**src/rtl/gcm_payload_aligner.sv**
```systemverilog
// gcm_payload_aligner
//   Strips a SHIFT_BYTES header from the front of each packet, realigns the
//   payload so it starts at byte 0 of every output beat, XORs it with the
//   keystream word captured from the matching input beat and emits a packed
//   ciphertext stream for GHASH. Byte 0 of a beat is its most significant byte.
//
// Ports
//   clk, rst            clock, synchronous active-high reset
//   s_valid/s_ready     input beat handshake
//   s_sop/s_eop         first/last input beat of a packet
//   s_nbytes            valid bytes in the eop beat (1..DB)
//   s_data, s_ks        packet bytes and per-beat keystream
//   s_meta              sideband, captured on the sop beat
//   m_valid/m_ready     output beat handshake (single register stage)
//   m_sop/m_eop         first/last ciphertext beat
//   m_nbytes            valid bytes in the m_eop beat, DB otherwise
//   m_data              aligned ciphertext, bytes >= m_nbytes zeroed
//   m_meta              sideband of the current packet
//   o_err               one-cycle pulse on a framing error
module gcm_payload_aligner #(
    parameter int DATA_W      = 256,
    parameter int SHIFT_BYTES = 2,
    parameter int META_W      = 33,
    localparam int NB_W       = $clog2(DATA_W/8) + 1
) (
    input  logic              clk,
    input  logic              rst,
    input  logic              s_valid,
    output logic              s_ready,
    input  logic              s_sop,
    input  logic              s_eop,
    input  logic [NB_W-1:0]   s_nbytes,
    input  logic [DATA_W-1:0] s_data,
    input  logic [DATA_W-1:0] s_ks,
    input  logic [META_W-1:0] s_meta,
    output logic              m_valid,
    input  logic              m_ready,
    output logic              m_sop,
    output logic              m_eop,
    output logic [NB_W-1:0]   m_nbytes,
    output logic [DATA_W-1:0] m_data,
    output logic [META_W-1:0] m_meta,
    output logic              o_err
);
    localparam int DB     = DATA_W / 8;
    localparam int S      = SHIFT_BYTES;
    localparam int HEAD_W = 8 * S;        // bytes 0..S-1 of a beat
    localparam int RES_W  = DATA_W - HEAD_W; // bytes S..DB-1 of a beat
    localparam logic [NB_W-1:0] DB_NB = NB_W'(DB);
    localparam logic [NB_W-1:0] S_NB  = NB_W'(S);

    typedef enum logic [1:0] {IDLE = 2'd0, MID = 2'd1, FLUSH = 2'd2} state_t;

    state_t              state_q, state_d;
    logic [RES_W-1:0]    res_q, res_d;     // tail of the previous input beat
    logic [DATA_W-1:0]   ks_q, ks_d;       // keystream of the previous input beat
    logic [NB_W-1:0]     fnb_q, fnb_d;     // byte count of the pending flush beat
    logic                first_q, first_d; // next emitted beat is the packet's first
    logic                mv_q, mv_d;
    logic                msop_q, msop_d;
    logic                meop_q, meop_d;
    logic [NB_W-1:0]     mnb_q, mnb_d;
    logic [DATA_W-1:0]   mdata_q, mdata_d;
    logic [META_W-1:0]   meta_q, meta_d;
    logic                err_q, err_d;

    logic                out_free;
    logic                acc;
    logic                start_pkt;
    logic                emit;
    logic                emit_eop;
    logic [NB_W-1:0]     emit_nb;
    logic [DATA_W-1:0]   emit_raw;
    logic [DATA_W-1:0]   emit_masked;

    assign out_free = !mv_q || m_ready;
    assign s_ready  = (state_q != FLUSH) && out_free;
    assign acc      = s_valid && s_ready;

    always_comb begin
        state_d   = state_q;
        res_d     = res_q;
        ks_d      = ks_q;
        fnb_d     = fnb_q;
        first_d   = first_q;
        mv_d      = mv_q && !m_ready;
        msop_d    = msop_q;
        meop_d    = meop_q;
        mnb_d     = mnb_q;
        mdata_d   = mdata_q;
        meta_d    = meta_q;
        err_d     = 1'b0;
        start_pkt = 1'b0;
        emit      = 1'b0;
        emit_eop  = 1'b0;
        emit_nb   = DB_NB;
        emit_raw  = '0;

        case (state_q)
            IDLE: begin
                if (acc) begin
                    if (s_sop) start_pkt = 1'b1;
                    else       err_d     = 1'b1;   // stray beat is dropped
                end
            end
            MID: begin
                if (acc) begin
                    if (s_sop) begin
                        // Abort the held packet: its residue is discarded unsent.
                        err_d     = 1'b1;
                        start_pkt = 1'b1;
                    end else begin
                        emit     = 1'b1;
                        emit_raw = {res_q, s_data[DATA_W-1 -: HEAD_W]} ^ ks_q;
                        if (s_eop && s_nbytes <= S_NB) begin
                            // Tail fits in this beat: no flush needed.
                            emit_nb  = DB_NB - S_NB + s_nbytes;
                            emit_eop = 1'b1;
                            state_d  = IDLE;
                        end else begin
                            res_d = s_data[RES_W-1:0];
                            ks_d  = s_ks;
                            if (s_eop) begin
                                fnb_d   = s_nbytes - S_NB;
                                state_d = FLUSH;
                            end
                        end
                    end
                end
            end
            FLUSH: begin
                if (out_free) begin
                    emit     = 1'b1;
                    emit_raw = {res_q, {HEAD_W{1'b0}}} ^ ks_q;
                    emit_nb  = fnb_q;
                    emit_eop = 1'b1;
                    state_d  = IDLE;
                end
            end
            default: state_d = IDLE;
        endcase

        if (start_pkt) begin
            meta_d  = s_meta;
            first_d = 1'b1;
            if (s_eop && s_nbytes <= S_NB) begin
                state_d = IDLE;               // header only, nothing to emit
            end else begin
                res_d = s_data[RES_W-1:0];
                ks_d  = s_ks;
                if (s_eop) begin
                    fnb_d   = s_nbytes - S_NB;
                    state_d = FLUSH;
                end else begin
                    state_d = MID;
                end
            end
        end

        // Zero every byte at or beyond the beat's valid count.
        emit_masked = emit_raw;
        for (int i = 0; i < DB; i++) begin
            if (i >= int'(emit_nb)) emit_masked[DATA_W-1-8*i -: 8] = 8'h00;
        end

        if (emit) begin
            mv_d    = 1'b1;
            msop_d  = first_q;
            first_d = 1'b0;
            meop_d  = emit_eop;
            mnb_d   = emit_nb;
            mdata_d = emit_masked;
        end
    end

    always_ff @(posedge clk) begin
        if (rst) begin
            state_q <= IDLE;
            res_q   <= '0;
            ks_q    <= '0;
            fnb_q   <= '0;
            first_q <= 1'b0;
            mv_q    <= 1'b0;
            msop_q  <= 1'b0;
            meop_q  <= 1'b0;
            mnb_q   <= '0;
            mdata_q <= '0;
            meta_q  <= '0;
            err_q   <= 1'b0;
        end else begin
            state_q <= state_d;
            res_q   <= res_d;
            ks_q    <= ks_d;
            fnb_q   <= fnb_d;
            first_q <= first_d;
            mv_q    <= mv_d;
            msop_q  <= msop_d;
            meop_q  <= meop_d;
            mnb_q   <= mnb_d;
            mdata_q <= mdata_d;
            meta_q  <= meta_d;
            err_q   <= err_d;
        end
    end

    assign m_valid  = mv_q;
    assign m_sop    = msop_q;
    assign m_eop    = meop_q;
    assign m_nbytes = mnb_q;
    assign m_data   = mdata_q;
    assign m_meta   = meta_q;
    assign o_err    = err_q;
endmodule

```
**config.mk**
```make
export PLATFORM = sky130hd
export DESIGN_NAME = gcm_payload_aligner
export DESIGN_NICKNAME = d
export VERILOG_FILES = /design/src/rtl/gcm_payload_aligner.sv
export SDC_FILE = /design/constraint.sdc
export NUM_CORES = 2
export LEC_CHECK = 0
export CAP_MARGIN = 20
export CORE_AREA = 2 2 332 334
export CTS_BUF_LIST = sky130_fd_sc_hd__clkbuf_8
export DETAILED_ROUTE_END_ITERATION = 8
export DIE_AREA = 0 0 334 336
export GPL_ROUTABILITY_DRIVEN = 0
export PLACE_DENSITY_LB_ADDON = 0.2
export SYNTH_ARGS = -nofsm -noshare
export SYNTH_HDL_FRONTEND = slang
export SYNTH_SLANG_ARGS = --single-unit
export TNS_END_PERCENT = 20
```
**constraint.sdc**
```tcl
create_clock -name clk -period 3 [get_ports clk]
set_clock_uncertainty 0.15 [all_clocks]
set_input_delay 0.6 -clock clk [delete_from_list [all_inputs] [get_ports clk]]
set_output_delay 0.6 -clock clk [all_outputs]
set_load 0.005 [all_outputs]
```
==> summary.txt <==
Yosys
  • Post-synth EDFFs: 0
  • Post-synth ARST share: 0%
  • Mapped Nets: 4,067
  • #FFs+latches synth: 804
  • Post-Synthesis Cells: 3,506
  • Main combinational cell family by area after synthesis: compound AO/OA/AOI/OAI gates
  • Yosys warnings: 0
  • Mux contribution to synthesized area: 0.06750%
  • XOR/XNOR share of the synthesized area: 7.176%
  • Post-synthesis adder-cell area fraction: 0.1688%
  • Synth Area in Simple Gates: 16.99%
  • Mean post-synth cell area: 8.459 um2
  • Cell Area, Synth: 0.02966 mm2
  • Post-synthesis sequential area ratio: 54.27%
  • Main synth FF type: dfxtp_1
  • Compound-Gate Fraction of Synth Area: 18.11%
  • Yosys cell types: 61

Power and ir drop
  • PwrDens: 691.1 mW/mm2
  • Worst vdd ir: 0.0003659 V
  • Comb power frac: 25.3%
  • Total power: 30.41 mW
  • Flop pwr share: 40.9%
  • Switching part of the total: 31.56%
  • Clk pwr share: 33.8%
  • Leak pwr: 16.19 nW
  • Pint: 20.82 mW
  • NetSw: 9.597 mW

Critical path
  • Critical path class: reg2out
  • R2r setup slk: 0.24 ns
  • Setup crit start kind: register
  • Worst R2R Start: state_q[1]
  • Reg2Reg Depth: 12
  • Crit-path slowest cell: dfxtp_1
  • FF-to-FF End: m_data[175]
  • WP buf/inv: 3
  • Crit end category: output port
  • Crit path arrival time: 2.05 ns
  • Delay-heaviest family, CP: buffers and inverters
  • CP Data Required Time: 2.25 ns
  • CP cell instances: inv_1, ha_2, buf_4, nor2_2, clkdlybuf4s15_2
  • CP Depth: 5
  • Worst Setup SP: state_q[0]
  • Crit-path max FO: 11
  • Crit path to: s_ready
  • Slowest stage delay, CP: 0.36 ns

Layout
  • Final Core Density: 40.60%
  • Fill cells: 11,084
  • Nets: 4,994
  • Share of cells above drive strength 1: 8.772%
  • Commonest non-fill, non-tap cell in the layout: nand2_1
  • Most frequent cells in the layout: nand2_1 (1,241), clkdlybuf4s50_1 (854), dfxtp_1 (804)
  • Area grow syn2layout: 48.39%

Global routing
  • Initial antenna violation count: 18
  • Total track usage: 19.64%
  • First-pass GRT wire length: 166.9 mm
  • Vias in the first global route: 26,537
  • Overflow after GRT: 0
  • Pin count of the biggest net entering global routing: 140

Placed design
  • I/O Buffers: 856
  • Hpwl dp: 84.33 mm

CTS
  • Clock Sinks: 804
  • CTS Buf Count: 147
  • CTS tree: done
  • CTS H-tree lvls: 4
  • Reg clk slew, reported paths: 0.06 ns
  • CTS max path bufs: 3
  • Worst-skew pair later-pin latency: 0.81 ns
  • CTS root buf: clkbuf_8

STA
  • Worst rel slew slack: 47.19%
  • Final Hold Viols: 0
  • Final worst path period share: 93.45%
  • Final min period: 2.803 ns
  • Final setup vio count: 0
  • Worst-margin pin slew: 0.7921 ns
  • Fmax: 0.3567 GHz
  • Slew Viols, Final: 0
  • Unrepaired setup endpoints after global routing: false

Floorplanning
  • Num rows: 121
  • I/O pins: 857
  • Core Area: 0.1084 mm2
  • Die area: 0.1122 mm2
  • Width of the die: 334 um
  • Initial Utilization: 27.36%
  • Height of the die: 336 um

Detailed routing
  • Detailed-route DRC error count: 0
  • Drt total wl: 114.2 mm
  • Final ANT Viol Nets: 0
  • DR iter-0 viols: 1,286
  • Initial DRT Pass Iterations: 5
  • Vias per inst: 4.546
  • Via count: 27,097
  • Wire per inst: 19.17 um

Run
  • Max-Cap Viols: 0

Worst hold path
  • Hold Crit Class: in2reg

Outcome
  • Status: finished, final reports clean
==> how the worst min path moves through the flow <==
stage	from	endpoint	slack, ns	cells after the start
5_1_grt	s_data[163]	res_q[163]	0.13	3
4_1_cts	s_data[152]	res_q[152]	0.09	3
2_1_floorplan	m_nbytes[3]	m_nbytes[3]	0.29	2
3_3_place_gp	m_nbytes[3]	m_nbytes[3]	0.28	2
6_report	s_ks[204]	ks_q[204]	0.18	3
3_5_place_dp	m_nbytes[3]	m_nbytes[3]	0.28	2
==> metrics by stage <==
stage	hold slack [ns]	std cells	instance area (um2)	TNS, ns	setup slack [ns]
floorplan	0.2888	3506	29660	0	0.2362
detailed placement	0.2823	5697	41060	-158.69	-0.6170
finish	0.1848	5960	44010	0	0.1966
CTS	0.09061	5951	43970	0	0.009255
global placement	0.2806	5697	41060	-159.80	-0.6202
global route	0.1284	5959	44010	0	0.01894
==> tightest hold or removal path, cell delays in order <==
cell and delay [ns]:
clkdlybuf4s50_1 0.40, nand2_1 0.05, a21oi_1 0.05
==> cell families after synthesis <==
group | Yosys count
AO/OA/AOI/OAI | 890
XOR/XNOR | 243
adder cells (fa/ha/maj) | 4
buffers and inverters | 250
flip-flops | 804
multiplexers | 2
AND/OR/NAND/NOR | 1313
==> routing by layer <==
metal  share of wire (%)  vias up  track usage [%]
met5               0.077        -                0
met3                 7.3      151            6.396
met4                 2.3       12            6.239
li1                    -    13522                -
met1                  40    12640            22.17
met2                  50      772            34.91
==> Yosys cell counts (all sizes together) (3+ instances only) <==
cell	n	area (um2)
nand2	1242	4664
dfxtp	804	16100
a21oi	554	2780
clkbuf	226	849.6
xnor2	139	1217
xor2	104	910.9
a22o	99	867.1
o31ai	91	715.7
o21ai	82	414.2
nor2	32	120.1
a32o	19	190.2
buf	18	81.32
nand3	8	45.04
o41ai	8	70.07
inv	6	22.52
o21a	6	45.04
a31oi	5	37.53
and2	5	31.28
nand2b	5	31.28
nor3	5	25.02
ha	4	50.05
o211a	4	40.04
a211oi	3	27.52
nand4	3	18.77
nor2b	3	18.77
nor3b	3	32.53
o31a	3	26.28
o32ai	3	26.28
==> power groups by stage <==
stage / Combinational, mW / Sequential [mW] / Clock (mW)
3_5_place_dp: 7.82 / 12.7 / 0
5_1_grt: 8.49 / 12.6 / 11.2
2_1_floorplan: 3.86 / 12.5 / 0
3_3_place_gp: 7.79 / 12.6 / 0
6_report: 7.68 / 12.4 / 10.3
4_1_cts: 7.85 / 12.4 / 10.7
==> final cells by class <==
class / instances / area (um2) / share of cell area [%]
sequential: 804 / 16100 / 36.57
tap: 1414 / 1769 / 4.020
clock buffer: 183 / 2519 / 5.723
clock inverter: 70 / 375.4 / 0.8529
multi-input combinational: 2452 / 12680 / 28.82
timing repair buffer: 1022 / 10520 / 23.91
inverter: 6 / 22.52 / 0.05117
antenna: 9 / 22.52 / 0.05117
==> sequential cells by signal (all words and copies together), names as in the netlist <==
signal,flops
m_eop,1
fnb_q,6
m_data,256
m_nbytes,6
res_q,240
m_sop,1
first_q,1
m_meta,33
m_valid,1
ks_q,256
state_q,2
o_err,1
==> timing repair <==
item	in CTS	in global routing
resized for setup	4	3
buffers inserted	0	0
hold buffers	1	0
hold endpoints to repair	23	0
setup endpoints to repair	1	10
Note: power is estimated with default switching activity, not from simulation.
